--- config.mk ---
export PLATFORM = sky130hd
export DESIGN_NAME = bram_block_streamer
export DESIGN_NICKNAME = d
export VERILOG_FILES = /design/src/rtl/bram_block_streamer.sv
export SDC_FILE = /design/constraint.sdc
export NUM_CORES = 1
export LEC_CHECK = 0
export BUFFER_PORTS_ARGS = -buffer_cell sky130_fd_sc_hd__buf_2
export CAP_MARGIN = 20
export CORE_ASPECT_RATIO = 1.2
export CORE_UTILIZATION = 50
export DETAILED_ROUTE_END_ITERATION = 7
export PLACE_DENSITY_LB_ADDON = 0.05
export REMOVE_ABC_BUFFERS = 1
export SYNTH_ARGS = -nofsm -noshare
export SYNTH_HDL_FRONTEND = slang
export SYNTH_SLANG_ARGS = --single-unit
--- constraint.sdc ---
create_clock -name clk_in -period 4.2 [get_ports clk_in]
set_clock_uncertainty 0.1 [all_clocks]
set_input_delay 0.63 -clock clk_in [delete_from_list [all_inputs] [get_ports clk_in]]
set_output_delay 0.63 -clock clk_in [all_outputs]
set_load 0.005 [all_outputs]
--- src/rtl/bram_block_streamer.sv ---
// Streams NUM_BLOCKS blocks from a fixed-latency BRAM read port into a valid/ready stream.
// A credit check on reads in flight plus FIFO occupancy keeps the skid FIFO from overflowing.
module bram_block_streamer #(
  parameter int REGISTER_SIZE = 32,
  parameter int NUM_BLOCKS    = 128,
  parameter int FIFO_DEPTH    = 4
) (
  input  logic                          clk_in,
  input  logic                          rst_in,
  input  logic                          start_in,
  output logic                          busy_out,
  output logic                          done_out,
  output logic                          read_next_out,
  input  logic [REGISTER_SIZE-1:0]      read_block_in,
  input  logic                          read_block_valid_in,
  output logic [REGISTER_SIZE-1:0]      block_out,
  output logic                          block_valid_out,
  input  logic                          block_ready_in,
  output logic                          block_last_out,
  output logic [$clog2(NUM_BLOCKS)-1:0] block_index_out
);

  localparam int IW = $clog2(NUM_BLOCKS);
  localparam int CW = IW + 1;
  localparam int PW = $clog2(FIFO_DEPTH);
  localparam int FW = PW + 1;
  localparam int SW = FW + 1;

  localparam logic [CW-1:0] NB_C     = CW'(NUM_BLOCKS);
  localparam logic [CW-1:0] LAST_C   = CW'(NUM_BLOCKS - 1);
  localparam logic [SW-1:0] FD_C     = SW'(FIFO_DEPTH);
  localparam logic [FW-1:0] FCNT_MAX = FW'(FIFO_DEPTH);
  localparam logic [PW-1:0] PTR_MAX  = PW'(FIFO_DEPTH - 1);

  typedef enum logic [1:0] {IDLE, STREAM, DRAIN} state_t;

  state_t          state_q, state_d;
  logic [CW-1:0]   req_cnt_q, req_cnt_d;
  logic [CW-1:0]   pop_cnt_q, pop_cnt_d;
  logic [FW-1:0]   inflight_q, inflight_d;
  logic [FW-1:0]   fifo_cnt_q, fifo_cnt_d;
  logic [PW-1:0]   wr_ptr_q, wr_ptr_d;
  logic [PW-1:0]   rd_ptr_q, rd_ptr_d;
  logic            done_q, done_d;

  logic [REGISTER_SIZE-1:0] fifo_mem [FIFO_DEPTH];

  logic            fifo_valid;
  logic            push;
  logic            pop;
  logic            last_pop;
  logic            read_next;
  logic [SW-1:0]   credit_used;

  always_comb begin
    fifo_valid  = (fifo_cnt_q != '0);
    pop         = fifo_valid && block_ready_in;
    push        = read_block_valid_in && (state_q != IDLE);
    // A pop in this cycle frees its slot before the next request lands.
    credit_used = SW'(inflight_q) + SW'(fifo_cnt_q) - SW'(pop);
    read_next   = (state_q == STREAM) && (req_cnt_q < NB_C) && (credit_used < FD_C);
    last_pop    = pop && (pop_cnt_q == LAST_C);
  end

  always_comb begin
    state_d    = state_q;
    req_cnt_d  = req_cnt_q + CW'(read_next);
    pop_cnt_d  = pop_cnt_q + CW'(pop);
    inflight_d = inflight_q + FW'(read_next) - FW'(push);
    fifo_cnt_d = fifo_cnt_q + FW'(push) - FW'(pop);
    wr_ptr_d   = wr_ptr_q;
    rd_ptr_d   = rd_ptr_q;
    done_d     = 1'b0;

    if (push) begin
      wr_ptr_d = (wr_ptr_q == PTR_MAX) ? '0 : wr_ptr_q + 1'b1;
    end
    if (pop) begin
      rd_ptr_d = (rd_ptr_q == PTR_MAX) ? '0 : rd_ptr_q + 1'b1;
    end

    case (state_q)
      IDLE: begin
        if (start_in) begin
          state_d   = STREAM;
          req_cnt_d = '0;
          pop_cnt_d = '0;
        end
      end
      STREAM: begin
        if (req_cnt_d == NB_C) begin
          state_d = DRAIN;
        end
      end
      DRAIN: begin
        if (last_pop) begin
          state_d = IDLE;
          done_d  = 1'b1;
        end
      end
      default: state_d = IDLE;
    endcase
  end

  always_ff @(posedge clk_in or negedge rst_in) begin
    if (!rst_in) begin
      state_q    <= IDLE;
      req_cnt_q  <= '0;
      pop_cnt_q  <= '0;
      inflight_q <= '0;
      fifo_cnt_q <= '0;
      wr_ptr_q   <= '0;
      rd_ptr_q   <= '0;
      done_q     <= 1'b0;
    end else begin
      state_q    <= state_d;
      req_cnt_q  <= req_cnt_d;
      pop_cnt_q  <= pop_cnt_d;
      inflight_q <= inflight_d;
      fifo_cnt_q <= fifo_cnt_d;
      wr_ptr_q   <= wr_ptr_d;
      rd_ptr_q   <= rd_ptr_d;
      done_q     <= done_d;
    end
  end

  // Storage is not reset; the head is masked to zero whenever the FIFO is empty.
  always_ff @(posedge clk_in) begin
    if (push) begin
      fifo_mem[wr_ptr_q] <= read_block_in;
    end
  end

  always_ff @(posedge clk_in) begin
    if (rst_in) begin
      assert (!(push && !pop && (fifo_cnt_q == FCNT_MAX)));
      assert (!(read_block_valid_in && (state_q == IDLE)));
    end
  end

  assign busy_out        = (state_q != IDLE);
  assign done_out        = done_q;
  assign read_next_out   = read_next;
  assign block_valid_out = fifo_valid;
  assign block_out       = fifo_valid ? fifo_mem[rd_ptr_q] : '0;
  assign block_last_out  = fifo_valid && (pop_cnt_q == LAST_C);
  assign block_index_out = pop_cnt_q[IW-1:0];

endmodule

==> results.toml <==
[sta]
hold_viol_final = 0
tns_ns = 0
setup_viol = 0
holdWs_ns = 0.151
finalMaxSlewViolations = 0
finalCriticalPeriod_ns = 3.41
period_share_pct = 81.3
slew_headroom_pct = 40.6
grt_setup_unrepaired = "no"
max_slew.worst_pin.slew_ns = 0.890
fmax_mhz = 293
layout_setup_ws_ns = 0.786

[cts]
clk_pin_slew_ns = 0.06
ctsHoldBuffers = 0
clkLatencyLatePin_ns = 0.41
cts_resized = 0
root_buffer = "clkbuf_16"
post-cts-setup-buffers = 0
cts.htree.levels = 4
cts_sinks = 157
cts_tree = "built"
cts_buffers = 17
cts_buffer_depth = 2

[worst_setup_path]
startpoint_type = "flop"
setup.worst_path.end_class = "flop"
cp.arrival_ns = 3.66
ff2ff_setup_slack_ns = 0.79
worstRegToRegCells = 10
worst-path-max-fanout = 8
required_ns = 4.44
worstSetupPathType = "reg2reg"
reg2reg_from = "fifo_cnt_q[1]"
reg2reg_to = "state_q[1]"

[run]
cap_violations = 0

[synthesis]
avgSynthCellArea_um2 = 17.5
synth_seq_area_share_pct = 70.0
synth-seq-cells = 157
synthArstFlopShare_pct = 18.5
synth_edf_count = 128
ys_warn_count = 0
synthCells = 373
synth_largest_area_cell = "edfxtp_1"
synth_area_leaders = "edfxtp_1 (59%), dfrtp_1 (11%), mux4_2 (11%)"
synth_area_um2 = 6530
ys_types = 40
synth_top_area_share_pct = 58.9
ys_dominant_reg_cell = "edfxtp_1"

[floorplanning]
design.die.area_um2 = 13500
initial_utilization_pct = 51.5
ioPinCount = 81
core-area_um2 = 12700
num_rows = 45
die-width_um = 106
fp.dieH_um = 127

[global_route]
met3_usage_pct = 4.74
grt_max_degree = 35
grt_pass1_wl_um = 18200
grt.total_usage_pct = 18.4
grt.overflow.total = 0
antenna_found_initial = 0
grt_busiest_layer = "met2"
first_global_vias = 3534
grt_util_met1_pct = 22.6
gr-usage-met2_pct = 31.4

[power_and_ir_drop]
clock_power_share_pct = 27.6
p_int_mw = 3.85
p_seq_share_pct = 42.3
p_comb_share_pct = 30.1
leakagePower_nw = 2.88
p_sw_share_pct = 29.5
vdd.ir_drop.worst_uv = 356
power_mw = 5.45
p_per_area_nw_per_um2 = 714
power_switching_mw = 1.61

[routing]
drt_iter0_drc = 142
via_per_inst = 5.32
wirelength_um = 11500
wl_per_cell_um = 18.2
ant_nets = 0
drc = 0
via_count = 3354
drtPass1Iterations = 4

[finish]
fillers = 990
syn2layout_area_growth_pct = 17.0
finalNetCount = 510
diodes = 0
final_util_pct = 60.3
drive_above_1_share_pct = 33.6
stdcell_count = 631
final_area_um2 = 7640

[place]
port_buffers = 80
dp_hpwl_um = 7010
dpl_cell_area_um2 = 7060
dp_slack_ns = 0.767
dp.cells = 600
routabilityCongestion = 0.797

[outcome]
status = "finished clean"

[hold_path]
hold_class = "in2async"
## synthesized netlist by cell type (2+ instances only)
library cell	number
mux4_2	32
edfxtp_1	128
a31oi_1	2
dfrtp_1	29
nand3_1	8
and4_1	2
or2_2	2
buf_4	8
nor3_1	4
nand4_1	2
buf_2	5
fa_1	2
nor2b_1	38
o21ai_0	3
mux2i_1	2
xnor2_1	9
or4_1	2
ha_1	16
or3_1	2
xor2_1	9
nor2_1	13
inv_1	19
nand2_1	8
and3_1	6
clkbuf_1	7
## state kept, by name, indices dropped and copies added (netlist names)
signal      count
inflight_q      3
req_cnt_q       8
wr_ptr_q        2
rd_ptr_q        2
state_q         2
done_out        1
fifo_cnt_q      3
fifo_mem      128
pop_cnt_q       8
## how the worst max path moves through the flow
stage               slack [ns]  cells after the start         end            from
global route              0.53                     10  state_q[1]   fifo_cnt_q[1]
floorplan                 1.06                     10  state_q[1]  block_ready_in
finish                    0.79                     10  state_q[1]   fifo_cnt_q[1]
CTS                       0.76                     10  state_q[1]   fifo_cnt_q[1]
detailed placement        0.77                     11  state_q[1]  block_ready_in
global placement          0.82                     11  state_q[1]  block_ready_in
## layout make-up
| type | instances | area [um^2] | area share [%] |
|---|---|---|---|
| inverters | 19 | 71.3 | 0.934 |
| multi-input cells | 177 | 1790 | 23.4 |
| clock buffers | 21 | 440 | 5.77 |
| flip-flops and latches | 157 | 4570 | 59.9 |
| repair buffers | 83 | 423 | 5.54 |
| clock inverters | 10 | 141 | 1.85 |
| well taps | 164 | 205 | 2.69 |
## cell families (layout without fill, tap and decap cells)
group	count (synthesis)	count (layout)	synth area share (%)
AND/OR/NAND/NOR	93	93	8.19
buffers and inverters	39	133	2.80
adder cells (fa/ha/maj)	18	18	3.68
AO/OA/AOI/OAI	14	14	1.57
multiplexers	34	34	11.3
flip-flops	157	157	70.0
XOR/XNOR	18	18	2.42
## cells in the final DEF, fill, tap and decap left out, types with 13 or more instances in the layout
cell type,count
ha_1,16
clkbuf_16,17
dfrtp_1,27
mux4_2,32
buf_2,80
nor2b_1,38
inv_1,19
edfxtp_1,128
nor2_1,13
## layer usage
metal | part of all wire, % | up-vias
met4 | 1.4 | 0
li1 | - | 1568
met3 | 4.0 | 11
met5 | 0 | -
met1 | 43 | 1702
met2 | 52 | 73
## power by group through the flow
stage | sequential, mW | combinational, mW | clock, mW
final | 2.31 | 1.64 | 1.50
after detailed placement | 2.35 | 1.67 | 0
after floorplan | 2.29 | 1.09 | 0
after CTS | 2.32 | 1.68 | 1.54
after global routing | 2.36 | 1.84 | 1.59
after global placement | 2.33 | 1.66 | 0
## critical path: stages (launching register included)
cell and delay, ns:
dfrtp_1 0.46, o31ai_2 0.53, or2_2 0.20, ha_1 0.21, a31oi_1 0.17, mux2i_1 0.15, ha_1 0.28, ha_1 0.29
or4_1 0.53, a22oi_1 0.23, a32o_1 0.19
(Power assumes the default switching activity.)
